### src/rtl/ex2_sad_best_tracker_pkg.sv
// Shared types and constants for the EX2 SAD best-candidate tracker.
// Optional feature macro used by the tracker files: SAD_TRACKER_PERF_EN.
package sad_tracker_pkg;

    typedef enum logic [1:0] {
        IDLE   = 2'd0,
        SEARCH = 2'd1,
        DONE   = 2'd2
    } state_e;

    // Index of the last-candidate flag within check_wcol_out_EX2
    localparam int unsigned LAST_BIT = 1;

    localparam int unsigned SAD_DATA_W = 32;
    localparam int unsigned SAD_CNT_W  = 16;

endpackage

### src/rtl/ex2_sad_best_tracker_if.sv
// Candidate/result bundle between the EX1/EX2 latch, the tracker and MEM/WB.
// SAD_TRACKER_PERF_EN adds the search_cycles performance counter output.
interface ex2_sad_best_tracker_if
    import sad_tracker_pkg::*;
#(
    parameter int unsigned DATA_W = SAD_DATA_W,
    parameter int unsigned CNT_W  = SAD_CNT_W
);
    logic              Stall;
    logic              Flush;
    logic              sad_EX2;
    logic [DATA_W-1:0] t1_sad_value_EX2;
    logic [DATA_W-1:0] outx_EX2;
    logic [DATA_W-1:0] outy_EX2;
    logic [1:0]        check_wcol_out_EX2;

    logic [DATA_W-1:0] best_sad;
    logic [DATA_W-1:0] best_x;
    logic [DATA_W-1:0] best_y;
    logic [CNT_W-1:0]  cand_count;
    logic              busy;
    logic              search_done;
    logic              overflow;
`ifdef SAD_TRACKER_PERF_EN
    logic [CNT_W-1:0]  search_cycles;

    modport master (
        output Stall, Flush, sad_EX2, t1_sad_value_EX2, outx_EX2, outy_EX2, check_wcol_out_EX2,
        input  best_sad, best_x, best_y, cand_count, busy, search_done, overflow, search_cycles
    );
    modport slave (
        input  Stall, Flush, sad_EX2, t1_sad_value_EX2, outx_EX2, outy_EX2, check_wcol_out_EX2,
        output best_sad, best_x, best_y, cand_count, busy, search_done, overflow, search_cycles
    );
`else
    modport master (
        output Stall, Flush, sad_EX2, t1_sad_value_EX2, outx_EX2, outy_EX2, check_wcol_out_EX2,
        input  best_sad, best_x, best_y, cand_count, busy, search_done, overflow
    );
    modport slave (
        input  Stall, Flush, sad_EX2, t1_sad_value_EX2, outx_EX2, outy_EX2, check_wcol_out_EX2,
        output best_sad, best_x, best_y, cand_count, busy, search_done, overflow
    );
`endif

endinterface

### src/rtl/ex2_sad_best_tracker_min_cmp.sv
// Combinational strictly-less comparator deciding whether a candidate replaces the best SAD.
module sad_min_cmp
    import sad_tracker_pkg::*;
#(
    parameter int unsigned DATA_W = SAD_DATA_W
) (
    input  logic [DATA_W-1:0] cand_sad_i,
    input  logic [DATA_W-1:0] best_sad_i,
    output logic              replace_o
);

    // Ties keep the earlier candidate
    assign replace_o = (cand_sad_i < best_sad_i);

endmodule

### src/rtl/ex2_sad_best_tracker.sv
// EX2 minimum-SAD tracker: keeps best SAD and coordinates across one motion-search sweep.
// SAD_TRACKER_PERF_EN enables the search_cycles counter; disabled by default.
module ex2_sad_best_tracker
    import sad_tracker_pkg::*;
#(
    parameter int unsigned DATA_W         = SAD_DATA_W,
    parameter int unsigned CNT_W          = SAD_CNT_W,
    parameter int unsigned MAX_CANDIDATES = 1024
) (
    input logic                  Clk,
    input logic                  Reset,
    ex2_sad_best_tracker_if.slave bus
);

    localparam logic [CNT_W-1:0] MAX_CNT = CNT_W'(MAX_CANDIDATES);

    state_e            state_q, state_d;
    logic [DATA_W-1:0] best_sad_q, best_sad_d;
    logic [DATA_W-1:0] best_x_q, best_x_d;
    logic [DATA_W-1:0] best_y_q, best_y_d;
    logic [CNT_W-1:0]  cnt_q, cnt_d;
    logic              ovf_q, ovf_d;

    logic              accept;
    logic              last;
    logic              replace;
    logic [CNT_W-1:0]  cnt_inc;
    logic              unused_wcol0;

    assign accept       = bus.sad_EX2 & ~bus.Stall & ~bus.Flush;
    assign last         = bus.check_wcol_out_EX2[LAST_BIT];
    assign unused_wcol0 = bus.check_wcol_out_EX2[0];
    assign cnt_inc      = cnt_q + 1'b1;

    sad_min_cmp #(.DATA_W(DATA_W)) u_cmp (
        .cand_sad_i (bus.t1_sad_value_EX2),
        .best_sad_i (best_sad_q),
        .replace_o  (replace)
    );

    always_comb begin
        state_d    = state_q;
        best_sad_d = best_sad_q;
        best_x_d   = best_x_q;
        best_y_d   = best_y_q;
        cnt_d      = cnt_q;
        ovf_d      = ovf_q;
        if (bus.Flush) begin
            state_d = IDLE;
            cnt_d   = '0;
        end else begin
            unique case (state_q)
                IDLE: begin
                    if (accept) begin
                        best_sad_d = bus.t1_sad_value_EX2;
                        best_x_d   = bus.outx_EX2;
                        best_y_d   = bus.outy_EX2;
                        cnt_d      = CNT_W'(1);
                        ovf_d      = 1'b0;
                        state_d    = last ? DONE : SEARCH;
                    end
                end
                SEARCH: begin
                    if (accept) begin
                        if (replace) begin
                            best_sad_d = bus.t1_sad_value_EX2;
                            best_x_d   = bus.outx_EX2;
                            best_y_d   = bus.outy_EX2;
                        end
                        cnt_d = cnt_inc;
                        // Overflow only flags forced termination, not a natural last candidate
                        if (last) begin
                            state_d = DONE;
                        end else if (cnt_inc == MAX_CNT) begin
                            state_d = DONE;
                            ovf_d   = 1'b1;
                        end
                    end
                end
                DONE:    state_d = IDLE;
                default: state_d = IDLE;
            endcase
        end
    end

    always_ff @(posedge Clk or negedge Reset) begin
        if (!Reset) begin
            state_q    <= IDLE;
            best_sad_q <= '1;
            best_x_q   <= '0;
            best_y_q   <= '0;
            cnt_q      <= '0;
            ovf_q      <= 1'b0;
        end else begin
            state_q    <= state_d;
            best_sad_q <= best_sad_d;
            best_x_q   <= best_x_d;
            best_y_q   <= best_y_d;
            cnt_q      <= cnt_d;
            ovf_q      <= ovf_d;
        end
    end

    assign bus.best_sad    = best_sad_q;
    assign bus.best_x      = best_x_q;
    assign bus.best_y      = best_y_q;
    assign bus.cand_count  = cnt_q;
    assign bus.overflow    = ovf_q;
    assign bus.busy        = (state_q == SEARCH);
    assign bus.search_done = (state_q == DONE);

`ifdef SAD_TRACKER_PERF_EN
    logic [CNT_W-1:0] cyc_q, cyc_d;

    // Counts every non-IDLE cycle, stalled or not, and holds after DONE until the next sweep
    always_comb begin
        cyc_d = cyc_q;
        if (state_q == IDLE) begin
            if (state_d != IDLE) begin
                cyc_d = '0;
            end
        end else if (cyc_q != '1) begin
            cyc_d = cyc_q + 1'b1;
        end
    end

    always_ff @(posedge Clk or negedge Reset) begin
        if (!Reset) begin
            cyc_q <= '0;
        end else begin
            cyc_q <= cyc_d;
        end
    end

    assign bus.search_cycles = cyc_q;
`endif

endmodule

### src/flat_wrapper.sv
// flat-port wrapper written by rule: the top's interface ports become plain ports
module ex2_sad_best_tracker_flat import sad_tracker_pkg::*;
#(
    parameter int unsigned DATA_W         = SAD_DATA_W,
    parameter int unsigned CNT_W          = SAD_CNT_W,
    parameter int unsigned MAX_CANDIDATES = 1024
)
  (Clk, Reset, bus_Stall, bus_Flush, bus_sad_EX2, bus_t1_sad_value_EX2, bus_outx_EX2, bus_outy_EX2, bus_check_wcol_out_EX2, bus_best_sad, bus_best_x, bus_best_y, bus_cand_count, bus_busy, bus_search_done, bus_overflow);
  ex2_sad_best_tracker_if #(.DATA_W(DATA_W), .CNT_W(CNT_W)) bus_i ();
  input logic Clk;
  input logic Reset;
  input wire logic [$bits(bus_i.Stall)-1:0] bus_Stall;
  input wire logic [$bits(bus_i.Flush)-1:0] bus_Flush;
  input wire logic [$bits(bus_i.sad_EX2)-1:0] bus_sad_EX2;
  input wire logic [$bits(bus_i.t1_sad_value_EX2)-1:0] bus_t1_sad_value_EX2;
  input wire logic [$bits(bus_i.outx_EX2)-1:0] bus_outx_EX2;
  input wire logic [$bits(bus_i.outy_EX2)-1:0] bus_outy_EX2;
  input wire logic [$bits(bus_i.check_wcol_out_EX2)-1:0] bus_check_wcol_out_EX2;
  output wire logic [$bits(bus_i.best_sad)-1:0] bus_best_sad;
  output wire logic [$bits(bus_i.best_x)-1:0] bus_best_x;
  output wire logic [$bits(bus_i.best_y)-1:0] bus_best_y;
  output wire logic [$bits(bus_i.cand_count)-1:0] bus_cand_count;
  output wire logic [$bits(bus_i.busy)-1:0] bus_busy;
  output wire logic [$bits(bus_i.search_done)-1:0] bus_search_done;
  output wire logic [$bits(bus_i.overflow)-1:0] bus_overflow;
  assign bus_i.Stall = bus_Stall;
  assign bus_i.Flush = bus_Flush;
  assign bus_i.sad_EX2 = bus_sad_EX2;
  assign bus_i.t1_sad_value_EX2 = bus_t1_sad_value_EX2;
  assign bus_i.outx_EX2 = bus_outx_EX2;
  assign bus_i.outy_EX2 = bus_outy_EX2;
  assign bus_i.check_wcol_out_EX2 = bus_check_wcol_out_EX2;
  assign bus_best_sad = bus_i.best_sad;
  assign bus_best_x = bus_i.best_x;
  assign bus_best_y = bus_i.best_y;
  assign bus_cand_count = bus_i.cand_count;
  assign bus_busy = bus_i.busy;
  assign bus_search_done = bus_i.search_done;
  assign bus_overflow = bus_i.overflow;
  ex2_sad_best_tracker #(.DATA_W(DATA_W), .CNT_W(CNT_W), .MAX_CANDIDATES(MAX_CANDIDATES)) u_core (.Clk(Clk), .Reset(Reset), .bus(bus_i));
endmodule
### config.mk
export PLATFORM = sky130hd
export DESIGN_NAME = ex2_sad_best_tracker_flat
export DESIGN_NICKNAME = d
export VERILOG_FILES = /design/src/rtl/ex2_sad_best_tracker_pkg.sv /design/src/rtl/ex2_sad_best_tracker_if.sv /design/src/rtl/ex2_sad_best_tracker_min_cmp.sv /design/src/rtl/ex2_sad_best_tracker.sv /design/src/flat_wrapper.sv
export SDC_FILE = /design/constraint.sdc
export NUM_CORES = 1
export LEC_CHECK = 0
export ABC_AREA = 1
export CORE_MARGIN = 2
export CORE_UTILIZATION = 41
export CTS_CLUSTER_SIZE = 12
export DETAILED_ROUTE_END_ITERATION = 6
export PLACE_DENSITY = 0.78
export SLEW_MARGIN = 20
export SYNTH_ARGS = -nofsm -noshare
export SYNTH_HDL_FRONTEND = slang
export SYNTH_SLANG_ARGS = --single-unit
### constraint.sdc
create_clock -name Clk -period 2.1 [get_ports Clk]
set_clock_uncertainty 0.05 [all_clocks]
set_input_delay 0.42 -clock Clk [delete_from_list [all_inputs] [get_ports Clk]]
set_output_delay 0.42 -clock Clk [all_outputs]
set_load 0.005 [all_outputs]
==> results.tsv <==
metric	value	unit
period_minus_slack	2.28	ns
wl_per_cell	16.7	um
path_max_fanout	8	
core	13900	um2
synth_cells	734	
wl	20200	um
ir_drop	0.600	mV
crit_slowest_cell	dfstp_2	
grt_pass1_vias	5893	
numCtsBuffers	17	
track_usage	24.1	%
arrival	2.54	ns
cts.sinks	115	
power	8.60	mW
die_area	15300	um2
synth_seq_cells	115	
path_buf_inv	2	
hold_ws	0.419	ns
crit_chain	inv_2, ha_4, a21oi_2, nand3b_1, a21oi_2, nor2_1, nand2_1, nand2_1, nand2_2, nand2_8, nand2_4, clkbuf_16, nand2_1, nand2_1	
overflow	0	
fin_crit_sh	109	%
grt_pass1_wl	28600	um
holdCritStartpoint	u_core.bus.best_y[5]	
cts_root_buf	clkbuf_16	
criticalPathCategory	reg2reg	
via_count	6139	
critical_path_required	2.36	ns
timing.final.hold_violations	0	
clk_latency	0.42	ns
holdPathStages	2	
row_count	43	
p_leak	4.79	nW
critPathLaunchType	flop	
h-tree-depth	4	
rsz0062_at_grt	true	
clk_path_buf_depth	2	
ant_nets	0	
final-setup-viol-count	96	
viasPerCell	5.08	
cpLargestDelayFamily	simple AND/OR/NAND/NOR gates	
first_iter_violations	305	
final_max_slew_viol_count	0	
seq_area_frac_synth	49.5	%
synth.distinct_cells	28	
rrSetupSlack	-0.18	ns
nNetsFinal	1151	
tightest_slew	0.475	ns
grt_max_degree	53	
r2r-end	u_core.bus.best_y[13]	
n_antenna_cell	0	
drc_errors	0	
io_pins	218	
dr.pass1.iters	5	
violations	setup timing	
place_hpwl	12400	um
max_freq	439	MHz
syn_to_final_growth	75.2	%
r2r_start	u_core.bus.best_sad[9]	
cpMostUsedCell	nand2_1	
max-slew-margin-rel	68.3	%
place.gp.congestion	0.847	
worstRegToRegCells	14	
die_width	124	um
netlist_area	5890	um2
critPathCaptureType	flop	
cap_violations	0	
port_buffers	216	
start_util	42.3	%
syn_area_per_cell	8.03	um2
powerDensity	833	nW/um2
drive_above_1_share	26.5	%
status	complete, but fails checks	
syn_nets	870	
cts_tree	done	
antenna_found_initial	0	
worstHoldPathType	reg2reg	
min_delay_worst_endpoint	u_core.bus.best_y[5]	
yosys_warnings	0	
setup_slack	-0.180	ns
clkTransAtPathRegs	0.06	ns
critPathMaxStageDelay	0.54	ns
dieHeight	124	um
## worst max-delay path by stage
| stage | start | end | slack, ns | depth (start not counted) |
|---|---|---|---|---|
| final | u_core.bus.best_sad[9] | u_core.bus.best_y[13] | -0.18 | 14 |
| after global routing | u_core.bus.best_sad[9] | u_core.bus.best_y[13] | -0.33 | 14 |
| after global placement | bus_t1_sad_value_EX2[31] | u_core.bus.best_sad[20] | -0.52 | 13 |
| after detailed placement | bus_t1_sad_value_EX2[31] | u_core.bus.best_sad[6] | -0.54 | 13 |
| after floorplan | u_core.bus.best_sad[31] | u_core.bus.best_y[10] | -0.004 | 13 |
| after CTS | u_core.bus.best_sad[1] | u_core.bus.best_sad[25] | -0.14 | 18 |
## synth_stat cells (all sizes together)
cell type | count | share of area (%)
nor2 | 34 | 2.4
a21boi | 1 | 0.13
nor4 | 1 | 0.11
o21ai | 24 | 2.0
dfstp | 32 | 14
o22ai | 3 | 0.32
dfrtp | 83 | 35
clkbuf | 8 | 0.51
nand2 | 279 | 18
nor3b | 1 | 0.13
o21a | 1 | 0.13
nand4 | 11 | 1.2
o21bai | 3 | 0.38
o211ai | 1 | 0.13
inv | 63 | 4.0
nand3b | 2 | 0.25
nand3 | 114 | 9.7
buf | 23 | 2.5
xor2 | 2 | 0.30
ha | 33 | 7.0
a21oi | 15 | 1.3
## logic make-up (layout without fill, tap and decap cells)
family / after synthesis / in the layout / synth area share (%)
AND/OR/NAND/NOR: 442 / 444 / 31.7
buffers and inverters: 94 / 386 / 7.07
XOR/XNOR: 2 / 2 / 0.297
AO/OA/AOI/OAI: 48 / 48 / 4.40
flip-flops: 115 / 115 / 49.5
adder cells (fa/ha/maj): 33 / 33 / 7.01
## per-layer routing
metal	GRT usage (%)	part of all wire (%)	wire, um	up-vias
li1	-	-	-	2938
met1	28.7	39	7920	2984
met2	41.8	52	10500	190
met3	7.46	7.1	1440	27
met4	7.53	1.6	322	0
met5	0	0	0	-
## cells in the final DEF, fill, tap and decap left out, types with 4 or more instances in the layout
master	synthesis	layout
a21oi_1	15	10
a21oi_2	0	5
buf_12	0	11
buf_16	0	5
buf_4	0	46
clkbuf_16	0	25
clkdlybuf4s50_1	0	210
dfrtp_1	83	82
dfstp_2	32	32
dlymetal6s2s_1	0	5
ha_1	33	21
ha_4	0	12
inv_1	63	51
inv_2	0	12
nand2_1	277	217
nand2_2	1	44
nand2_4	1	18
nand3_1	114	83
nand3_2	0	31
nand4_1	11	11
nor2_1	30	28
nor2_2	3	4
o21ai_0	19	18
o21ai_1	5	5
## per-stage QoR
step / cell area (um2) / worst slack (ns) / std cells / TNS (ns) / util [%]
3_5_place_dp: 8580 / -0.537 / 1153 / -46.26 / 61.6
6_report: 10300 / -0.180 / 1208 / -13.18 / 74.1
5_1_grt: 10300 / -0.332 / 1208 / -27.32 / 74.1
4_1_cts: 9700 / -0.139 / 1195 / -9.23 / 69.6
2_1_floorplan: 5900 / -0.00368 / 734 / -0.0735 / -
3_3_place_gp: 8580 / -0.524 / 1153 / -45.38 / 61.6
## sequential cells by signal, indices dropped and copies added (netlist names)
name and cells:
u_core.bus.best_sad 32, u_core.bus.cand_count 16, u_core.bus.best_x 32, u_core.bus.best_y 32
u_core.state_q 2, u_core.bus.overflow 1
## power breakdown
| part | internal (mW) | switching (mW) | total [mW] |
|---|---|---|---|
| Combinational | 1.53 | 1.06 | 2.60 |
| Sequential | 2.69 | 0.273 | 2.97 |
| Clock | 1.96 | 1.08 | 3.03 |
| Total | 6.18 | 2.41 | 8.60 |
## worst min-delay path: stages (launching register included)
cell     delay, ns
dfrtp_1       0.34
nand2_1       0.05
nand2_1       0.05
## what timing repair did
item / 4_1_cts / 5_1_grt
setup buffers: 4 / 2
hold buffers: 1 / 0
resized for setup: 68 / 107
pin swaps: 2 / 37
cloned: 5 / 12
setup endpoints to repair: 96 / 103
hold endpoints to repair: 18 / 0
## area by class of cell
class / instances / area, um2
inverter: 63 / 236
timing repair buffer: 291 / 3150
sequential: 115 / 2920
tap: 180 / 225
clock buffer: 20 / 467
clock inverter: 12 / 154
multi-input combinational: 527 / 3180
fill: 1002 / 3610
(Power assumes the default switching activity.)
==> edit, RTL diff (same settings) <==
Set the package constant `SAD_DATA_W` to 36 (it was 32).
--- a/src/rtl/ex2_sad_best_tracker_pkg.sv
+++ b/src/rtl/ex2_sad_best_tracker_pkg.sv
@@ -11,7 +11,7 @@
     // Index of the last-candidate flag within check_wcol_out_EX2
     localparam int unsigned LAST_BIT = 1;
 
-    localparam int unsigned SAD_DATA_W = 32;
+    localparam int unsigned SAD_DATA_W = 36;
     localparam int unsigned SAD_CNT_W  = 16;
 
 endpackage
Interface: changed (6 resized); port bits go from 218 to 242. The function was not compared with the original's and may differ.
==> edit against the unedited design <==
  * The run still ends with setup timing left
  * Wire length increased by 2.9%
  * Highest routed layer unchanged
  * Area after synthesis is 8.9% higher
  * Sequential cell count grew 12
  * Critical endpoint is now u_core.bus.best_sad[7]$_DFFE_PN1P_
  * Largest cell class is now buffers
  * Final cell count up 10%
  * Sequential share of layout area up 1.7 points
  * Critical path type unchanged
  * Design area grew 4.0%
  * Power rose by 24%
  * Setup slack lost 0.092 ns
==> edit: results <==
[outcome]
status = "finished with violations"
failed_checks = "setup timing"

[sta]
fin_setup_tns_ns = -23.43
hold_ws_ns = 0.444
setup_ws_ns = -0.272
finalSetupViolCount = 108
relSlewSlack_pct = 63.6

[drt]
wire_per_inst_um = 15.6
dr_wl_met3_um = 1590
drt_iter0_markers = 424
wl_met2_um = 10400
via_count = 6588

[setup_path]
worstPathArrival_ns = 2.66
crit_path_end = "u_core.bus.best_sad[7]$_DFFE_PN1P_"

[grt]
grt_usage_pct = 24.3
grt_pass1_vias = 6489

[pwr]
ir_drop_uv = 601
p_per_area_mw_per_mm2 = 996
p_leak_nw = 5.07
switching_share_pct = 30.7

[logic_synthesis]
avgSynthCellArea_um2 = 8.06
syn_nets = 948
synth_cell_types = 27

[placed_design]
dp_hpwl_um = 14200
dpl_worst_slack_ns = -0.608
gp_congestion = 0.854

[final_layout]
layout-drive-gt1-share_pct = 21.3
-- edit: cell types whose count changed after synthesis, sizes merged, moves of 3 or more --
cell    before  now
buf         23   30
clkbuf       8    4
dfrtp       83   91
dfstp       32   36
ha          33   37
inv         63   71
nand2      279  297
nand3      114  127
nor2        34   42
nor3         0    3
o21ai       24   15
o21bai       3    0
o22ai        3    8
-- edit: logic make-up after synthesis --
group	synth area share [%]
simple gates	31.9
buf+inv	6.91
compound gates	3.75
fa+ha+maj	7.22
flops	50.3
-- edit: cell type report --
| type | count | area (um2) |
|---|---|---|
| fillers | 1123 | 4520 |
| repair buffers | 324 | 3290 |
| flip-flops and latches | 127 | 3220 |
| multi-input cells | 564 | 3130 |
| clock buffers | 18 | 429 |
| inverters | 71 | 268 |
| well taps | 211 | 264 |
| clock inverters | 14 | 135 |
-- edit: what timing repair did --
action,in CTS,in global routing
gates resized for setup,40,63
hold endpoints to repair,16,0
hold buffers,1,0
setup endpoints to repair,109,111
cloned,2,3
setup buffers,2,1
pin swaps,12,18
